### src/rtl/nvm_cmd_sequencer.sv
// nvm_cmd_sequencer: drives the byte-wide parallel-in/serial-out shifter of the
// NVM reader's transmit path. A request (opcode + address) is taken over a
// valid/ready handshake, then each byte is loaded and shifted out MSB first
// inside a chip-select frame, followed by optional dummy cycles and a done
// pulse. A synchronous abort cancels a transfer in progress.
module nvm_cmd_sequencer #(
  parameter int ADDR_BYTES   = 3,  // 1..4
  parameter int DUMMY_CYCLES = 0   // 0..255
) (
  input  logic                    clk,
  input  logic                    rst_n,
  input  logic                    req_valid,
  output logic                    req_ready,
  input  logic [7:0]              req_opcode,
  input  logic [8*ADDR_BYTES-1:0] req_addr,
  input  logic                    abort,
  output logic                    piso_load,
  output logic                    piso_shift,
  output logic [7:0]              piso_data,
  output logic                    bit_valid,
  output logic                    cs_n,
  output logic                    busy,
  output logic                    done,
  output logic                    aborted
);

  // Opcode followed by the address bytes, opcode in the top byte so the
  // byte to load next is always the top byte of the buffer.
  localparam int        BUF_W      = 8 * (ADDR_BYTES + 1);
  localparam logic [2:0] LAST_IDX  = 3'(ADDR_BYTES);
  localparam logic [7:0] DUMMY_LAST = 8'(DUMMY_CYCLES - 1);
  localparam bit        HAS_DUMMY  = (DUMMY_CYCLES > 0);

  typedef enum logic [2:0] {
    IDLE,
    LOAD,
    SHIFT,
    TAIL,
    DUMMY,
    DONE
  } state_e;

  state_e             state_q, state_d;
  logic [BUF_W-1:0]   byte_buf_q, byte_buf_d;
  logic [2:0]         byte_idx_q, byte_idx_d;
  logic [2:0]         bit_cnt_q, bit_cnt_d;
  logic [7:0]         dummy_cnt_q, dummy_cnt_d;
  logic               abort_take;

  logic               req_ready_q, req_ready_d;
  logic               piso_load_q, piso_load_d;
  logic               piso_shift_q, piso_shift_d;
  logic [7:0]         piso_data_q, piso_data_d;
  logic               bit_valid_q, bit_valid_d;
  logic               cs_n_q, cs_n_d;
  logic               busy_q, busy_d;
  logic               done_q, done_d;
  logic               aborted_q, aborted_d;

  // Next-state logic: sequencing through load/shift per byte, tail, dummy, done.
  always_comb begin
    // NOTE: every signal assigned here gets a default first, so no path through
    // the case statement can leave one unassigned and infer a latch.
    state_d     = state_q;
    byte_buf_d  = byte_buf_q;
    byte_idx_d  = byte_idx_q;
    bit_cnt_d   = bit_cnt_q;
    dummy_cnt_d = dummy_cnt_q;

    // Abort only cancels a live transfer; in IDLE or DONE it is ignored.
    abort_take = abort && (state_q != IDLE) && (state_q != DONE);

    unique case (state_q)
      IDLE: begin
        if (req_valid) begin
          byte_buf_d = {req_opcode, req_addr};
          byte_idx_d = 3'd0;
          state_d    = LOAD;
        end
      end
      LOAD: begin
        bit_cnt_d = 3'd0;
        state_d   = SHIFT;
      end
      SHIFT: begin
        bit_cnt_d = bit_cnt_q + 3'd1;
        if (bit_cnt_q == 3'd7) begin
          if (byte_idx_q < LAST_IDX) begin
            byte_idx_d = byte_idx_q + 3'd1;
            byte_buf_d = {byte_buf_q[BUF_W-9:0], 8'h00};
            state_d    = LOAD;
          end else begin
            state_d = TAIL;
          end
        end
      end
      TAIL: begin
        dummy_cnt_d = 8'd0;
        state_d     = HAS_DUMMY ? DUMMY : DONE;
      end
      DUMMY: begin
        if (dummy_cnt_q == DUMMY_LAST) begin
          state_d = DONE;
        end else begin
          dummy_cnt_d = dummy_cnt_q + 8'd1;
        end
      end
      DONE: begin
        state_d = IDLE;
      end
      default: begin
        state_d = IDLE;
      end
    endcase

    // Abort wins over every other transition and drops the buffered request.
    if (abort_take) begin
      state_d    = IDLE;
      byte_buf_d = '0;
    end
  end

  // Output values for the coming cycle, decoded from the next state so the
  // outputs can be registered without adding a cycle of latency.
  always_comb begin
    req_ready_d  = (state_d == IDLE);
    busy_d       = (state_d != IDLE);
    cs_n_d       = (state_d == IDLE) || (state_d == DONE);
    piso_load_d  = (state_d == LOAD);
    piso_shift_d = (state_d == SHIFT);
    piso_data_d  = piso_load_d ? byte_buf_d[BUF_W-1 -: 8] : 8'h00;
    // The shifter presents a bit the cycle after each shift strobe.
    bit_valid_d  = piso_shift_q && !abort_take;
    done_d       = (state_d == DONE);
    aborted_d    = abort_take;
  end

  // State, datapath and registered outputs.
  always_ff @(posedge clk or negedge rst_n) begin
    if (!rst_n) begin
      // NOTE: the byte buffer is only a few bytes of flops, so it is reset with
      // everything else rather than left as an unreset storage array.
      state_q      <= IDLE;
      byte_buf_q   <= '0;
      byte_idx_q   <= 3'd0;
      bit_cnt_q    <= 3'd0;
      dummy_cnt_q  <= 8'd0;
      req_ready_q  <= 1'b1;
      piso_load_q  <= 1'b0;
      piso_shift_q <= 1'b0;
      piso_data_q  <= 8'h00;
      bit_valid_q  <= 1'b0;
      cs_n_q       <= 1'b1;
      busy_q       <= 1'b0;
      done_q       <= 1'b0;
      aborted_q    <= 1'b0;
    end else begin
      // NOTE: non-blocking assignments here so every flop samples the values
      // from before the edge, independent of statement order.
      state_q      <= state_d;
      byte_buf_q   <= byte_buf_d;
      byte_idx_q   <= byte_idx_d;
      bit_cnt_q    <= bit_cnt_d;
      dummy_cnt_q  <= dummy_cnt_d;
      req_ready_q  <= req_ready_d;
      piso_load_q  <= piso_load_d;
      piso_shift_q <= piso_shift_d;
      piso_data_q  <= piso_data_d;
      bit_valid_q  <= bit_valid_d;
      cs_n_q       <= cs_n_d;
      busy_q       <= busy_d;
      done_q       <= done_d;
      aborted_q    <= aborted_d;
    end
  end

  assign req_ready  = req_ready_q;
  assign piso_load  = piso_load_q;
  assign piso_shift = piso_shift_q;
  assign piso_data  = piso_data_q;
  assign bit_valid  = bit_valid_q;
  assign cs_n       = cs_n_q;
  assign busy       = busy_q;
  assign done       = done_q;
  assign aborted    = aborted_q;

endmodule

### config.mk
export PLATFORM = sky130hd
export DESIGN_NAME = nvm_cmd_sequencer
export DESIGN_NICKNAME = d
export VERILOG_FILES = /design/src/rtl/nvm_cmd_sequencer.sv
export SDC_FILE = /design/constraint.sdc
export NUM_CORES = 1
export LEC_CHECK = 0
export ABC_AREA = 1
export CAP_MARGIN = 20
export CORE_ASPECT_RATIO = 0.7
export CORE_MARGIN = 1.5
export CORE_UTILIZATION = 52
export CTS_BUF_LIST = sky130_fd_sc_hd__clkbuf_16
export CTS_CLUSTER_DIAMETER = 50
export DETAILED_ROUTE_END_ITERATION = 6
export GPL_TIMING_DRIVEN = 0
export HOLD_SLACK_MARGIN = 0.1
export PLACE_DENSITY = 0.8
export RECOVER_POWER = 50
export REMOVE_ABC_BUFFERS = 1
export SYNTH_ARGS = -nofsm -noshare
export SYNTH_HDL_FRONTEND = slang
export SYNTH_SLANG_ARGS = --single-unit
### constraint.sdc
create_clock -name clk -period 1.7 [get_ports clk]
set_input_delay 0.255 -clock clk [delete_from_list [all_inputs] [get_ports clk]]
set_output_delay 0.255 -clock clk [all_outputs]
set_load 0.05 [all_outputs]
==> metrics.md <==
| Metric | Value |
|---|---|
| HP Class | `in -> reg` |
| Syn Area/Cell | `7.83 um^2` |
| Setup TNS | `0 ns` |
| Critical path arrival | `1.92 ns` |
| Die span in x | `90.6 um` |
| Count of unique library cells instantiated by Yosys | `25` |
| Number of buffers added by the clock tree synthesis step | `9` |
| Vias in the first global route | `2426` |
| Placeable Area | `0.00520 mm^2` |
| CTS tree | `yes` |
| Port Buffer Count | `51` |
| Highest Clock Rate | `601 MHz` |
| Leak | `1.96 nW` |
| Final-layout worst hold slack | `0.461 ns` |
| Count of clock tree sinks | `57` |
| Antenna diode count | `0` |
| DPL Wire Length | `3.77 mm` |
| Number of endpoints failing setup at the final stage | `0` |
| Detailed-routing iteration count for the pre-antenna-repair pass | `6` |
| Synthesis-to-finish area growth | `34.5%` |
| Number of remaining DRC errors | `0` |
| Layout cell share with drive strength beyond 1 | `12.1%` |
| Power Density | `1800 mW/mm^2` |
| Layout Nets | `458` |
| Clock root buffer | `sky130_fd_sc_hd__clkbuf_16` |
| Antenna Nets Post-Route | `0` |
| # rows | `22` |
| Headroom to the max-slew limit | `59.0%` |
| Number of placed I/O pins | `52` |
| WP data required | `1.96 ns` |
| Routed Wire Length | `7.05 mm` |
| Post-route clock period utilization | `97.9%` |
| Worst-case register-to-register setup slack | `0.04 ns` |
| Clock tree skew after final layout | `0.00533 ns` |
| Number of hold violations in the final report | `0` |
| Slew Viols, Final | `0` |
| Fraction of post-synthesis cell area in the top cell type by area | `49.3%` |
| Result of the run | `finished clean` |
| Global placement routability congestion | `0.826` |
| Kind of launch point of the worst setup path | `register` |
| Count of vias placed by the detailed router | `2568` |
| Number of fillers in the final layout | `381` |
| Share of synthesized area occupied by flip-flops and latches | `51.1%` |
| Count of mapped cells out of synthesis | `357` |
| Residual overflow from global routing | `0` |
| Crit Path Category | `reg -> reg` |
| Total of flip-flops plus latches after synthesis | `57` |
| Synthesis Warnings | `0` |
| Die extent in y | `64.3 um` |
| Maximum number of pins on one net before global-route repair | `34` |
| Worst IR Drop VDD | `1.08 mV` |
| Number of antenna violations at the first check in global routing | `0` |
| Effective utilization at floorplan | `53.7%` |
| Post-synth top area cell | `sky130_fd_sc_hd__dfrtp_1` |
| Average detailed-routed wire length per instance | `14.2 um` |
| Worst-case clock buffer depth | `2` |
| Iteration-0 DRC count of the detailed router | `262` |
| H-tree Lvls | `3` |
| Die Outline Area | `0.00583 mm^2` |
| Area contributors post-synth | `sky130_fd_sc_hd__dfrtp_1, sky130_fd_sc_hd__nand2_1, sky130_fd_sc_hd__inv_1` |
| Mapped cell area | `0.00279 mm^2` |
| Count of max-cap constraint violations | `0` |
| DR vias/cell | `5.19` |
| Slew at the pin closest to its max-slew limit | `0.618 ns` |
| Clock transition time at the flip-flop clock pins of the worst setup and hold paths | `0.05 ns` |
| Largest fanout on the critical path | `24` |
| Minimum clock period after layout | `1.66 ns` |
| First-pass GRT wire length | `11.0 mm` |
| Kind of end point of the critical path | `register` |
| All-layer global routing usage | `24.3%` |
| Clock network latency to the later pin of the worst-skew pair | `0.33 ns` |
final timing paths:
kind | cells past startpoint | from | endpoint
setup / recovery | 9 | state_q[2] | byte_buf_q[10]
hold / removal | 3 | req_addr[6] | byte_buf_q[6]
min in group asynchronous | 2 | rst_n | dummy_cnt_q[2]
hold reg to reg | 2 | byte_buf_q[6] | byte_buf_q[6]
setup reg to reg | 9 | state_q[2] | byte_buf_q[10]
max in group asynchronous | 3 | rst_n | req_ready
Yosys cell counts:
master                       n
sky130_fd_sc_hd__a21oi_2     1
sky130_fd_sc_hd__buf_2       7
sky130_fd_sc_hd__buf_4       3
sky130_fd_sc_hd__buf_6       2
sky130_fd_sc_hd__clkbuf_1    2
sky130_fd_sc_hd__dfrtp_1    55
sky130_fd_sc_hd__dfstp_2     2
sky130_fd_sc_hd__ha_1        4
sky130_fd_sc_hd__inv_1      29
sky130_fd_sc_hd__inv_2       4
sky130_fd_sc_hd__nand2_1   167
sky130_fd_sc_hd__nand2_2     6
sky130_fd_sc_hd__nand3_1    17
sky130_fd_sc_hd__nand3_2     3
sky130_fd_sc_hd__nand4_1    12
sky130_fd_sc_hd__nor2_1      9
sky130_fd_sc_hd__nor2_4      3
sky130_fd_sc_hd__o21ai_0    16
sky130_fd_sc_hd__o21ai_1     9
sky130_fd_sc_hd__o21ai_2     1
sky130_fd_sc_hd__o21bai_1    1
sky130_fd_sc_hd__o31ai_1     1
sky130_fd_sc_hd__or2_0       1
sky130_fd_sc_hd__xnor2_1     1
sky130_fd_sc_hd__xor2_1      1
layout by cell type (no fill, tap or decap), types with 4 or more instances in the layout:
master / count
sky130_fd_sc_hd__o21ai_1: 9
sky130_fd_sc_hd__o21ai_0: 16
sky130_fd_sc_hd__clkbuf_1: 7
sky130_fd_sc_hd__dlygate4sd2_1: 8
sky130_fd_sc_hd__inv_1: 29
sky130_fd_sc_hd__dfrtp_1: 54
sky130_fd_sc_hd__clkbuf_16: 9
sky130_fd_sc_hd__clkdlybuf4s50_1: 34
sky130_fd_sc_hd__buf_4: 6
sky130_fd_sc_hd__nor2_1: 9
sky130_fd_sc_hd__nor2_4: 4
sky130_fd_sc_hd__nand3_1: 17
sky130_fd_sc_hd__nand2_1: 167
sky130_fd_sc_hd__nand2_2: 6
sky130_fd_sc_hd__nand4_1: 12
cells by family (layout without fill, tap and decap cells):
kind of cell             after synthesis  in the layout  share of synthesized area, %
AO/OA/AOI/OAI                         29             29                          5.64
AND/OR/NAND/NOR                      218            220                          33.2
flip-flops                            57             57                          51.1
adder cells (fa/ha/maj)                4              4                          1.79
XOR/XNOR                               2              2                         0.627
buffers and inverters                 47            111                          7.57
metrics by stage:
step	setup WS, ns	utilization [%]	instance area, um^2	power [mW]	instances
after global placement	-1.36	63.6	3310	4.38	466
after detailed placement	-0.639	63.9	3320	4.45	467
after CTS	0.000825	71.1	3700	6.53	486
after floorplan	-0.156	-	2710	3.74	343
final	0.0354	72.2	3760	6.76	495
after global routing	-0.0522	72.2	3760	7.18	495
layer usage:
metal	vias to the layer above	track usage (%)	part of all wire (%)	routed length, um
met5	-	0	0	0
met3	24	8.69	7.3	515
li1	1246	-	-	-
met4	0	9.72	2.9	206
met2	109	36.8	47	3310
met1	1189	31.9	43	3020
where the power goes:
group          internal [mW]  switching [mW]  total, mW
registers               1.87           0.325       2.19
logic                  0.763            1.79       2.56
clock network           1.41           0.598       2.01
total                   4.04            2.72       6.76
registers in the layout, summed over array words and instances, names as in the netlist, 3 cells and up:
name         count
piso_data        8
dummy_cnt_q      8
byte_idx_q       3
bit_cnt_q        3
byte_buf_q      24
state_q          3
repair_timing:
item	in CTS	in global routing
setup endpoints to repair	51	46
gates resized for setup	14	10
pin swaps	1	4
cloned	1	1
hold buffers	1	0
setup buffers	1	8
hold endpoints to repair	24	0
final cells by class:
cell class / instances / area [um^2] / share of cell area (%)
Clock buffer: 9 / 225 / 5.99
Tap cell: 72 / 90.1 / 2.40
Timing Repair Buffer: 62 / 577 / 15.4
Sequential cell: 57 / 1430 / 38.1
Multi-Input combinational cell: 255 / 1200 / 31.9
Inverter: 33 / 129 / 3.43
Clock inverter: 7 / 109 / 2.90
critical path, cell delays in order (launching register included):
cell and delay (ns):
sky130_fd_sc_hd__dfrtp_1 0.47, sky130_fd_sc_hd__inv_2 0.14, sky130_fd_sc_hd__nand2_2 0.08, sky130_fd_sc_hd__nor2_4 0.21, sky130_fd_sc_hd__nand2_2 0.11, sky130_fd_sc_hd__nand3_2 0.15, sky130_fd_sc_hd__nand2_2 0.10, sky130_fd_sc_hd__inv_6 0.16
sky130_fd_sc_hd__nand2_1 0.10, sky130_fd_sc_hd__nand2_1 0.08
Power figures use the tool's default switching activity.
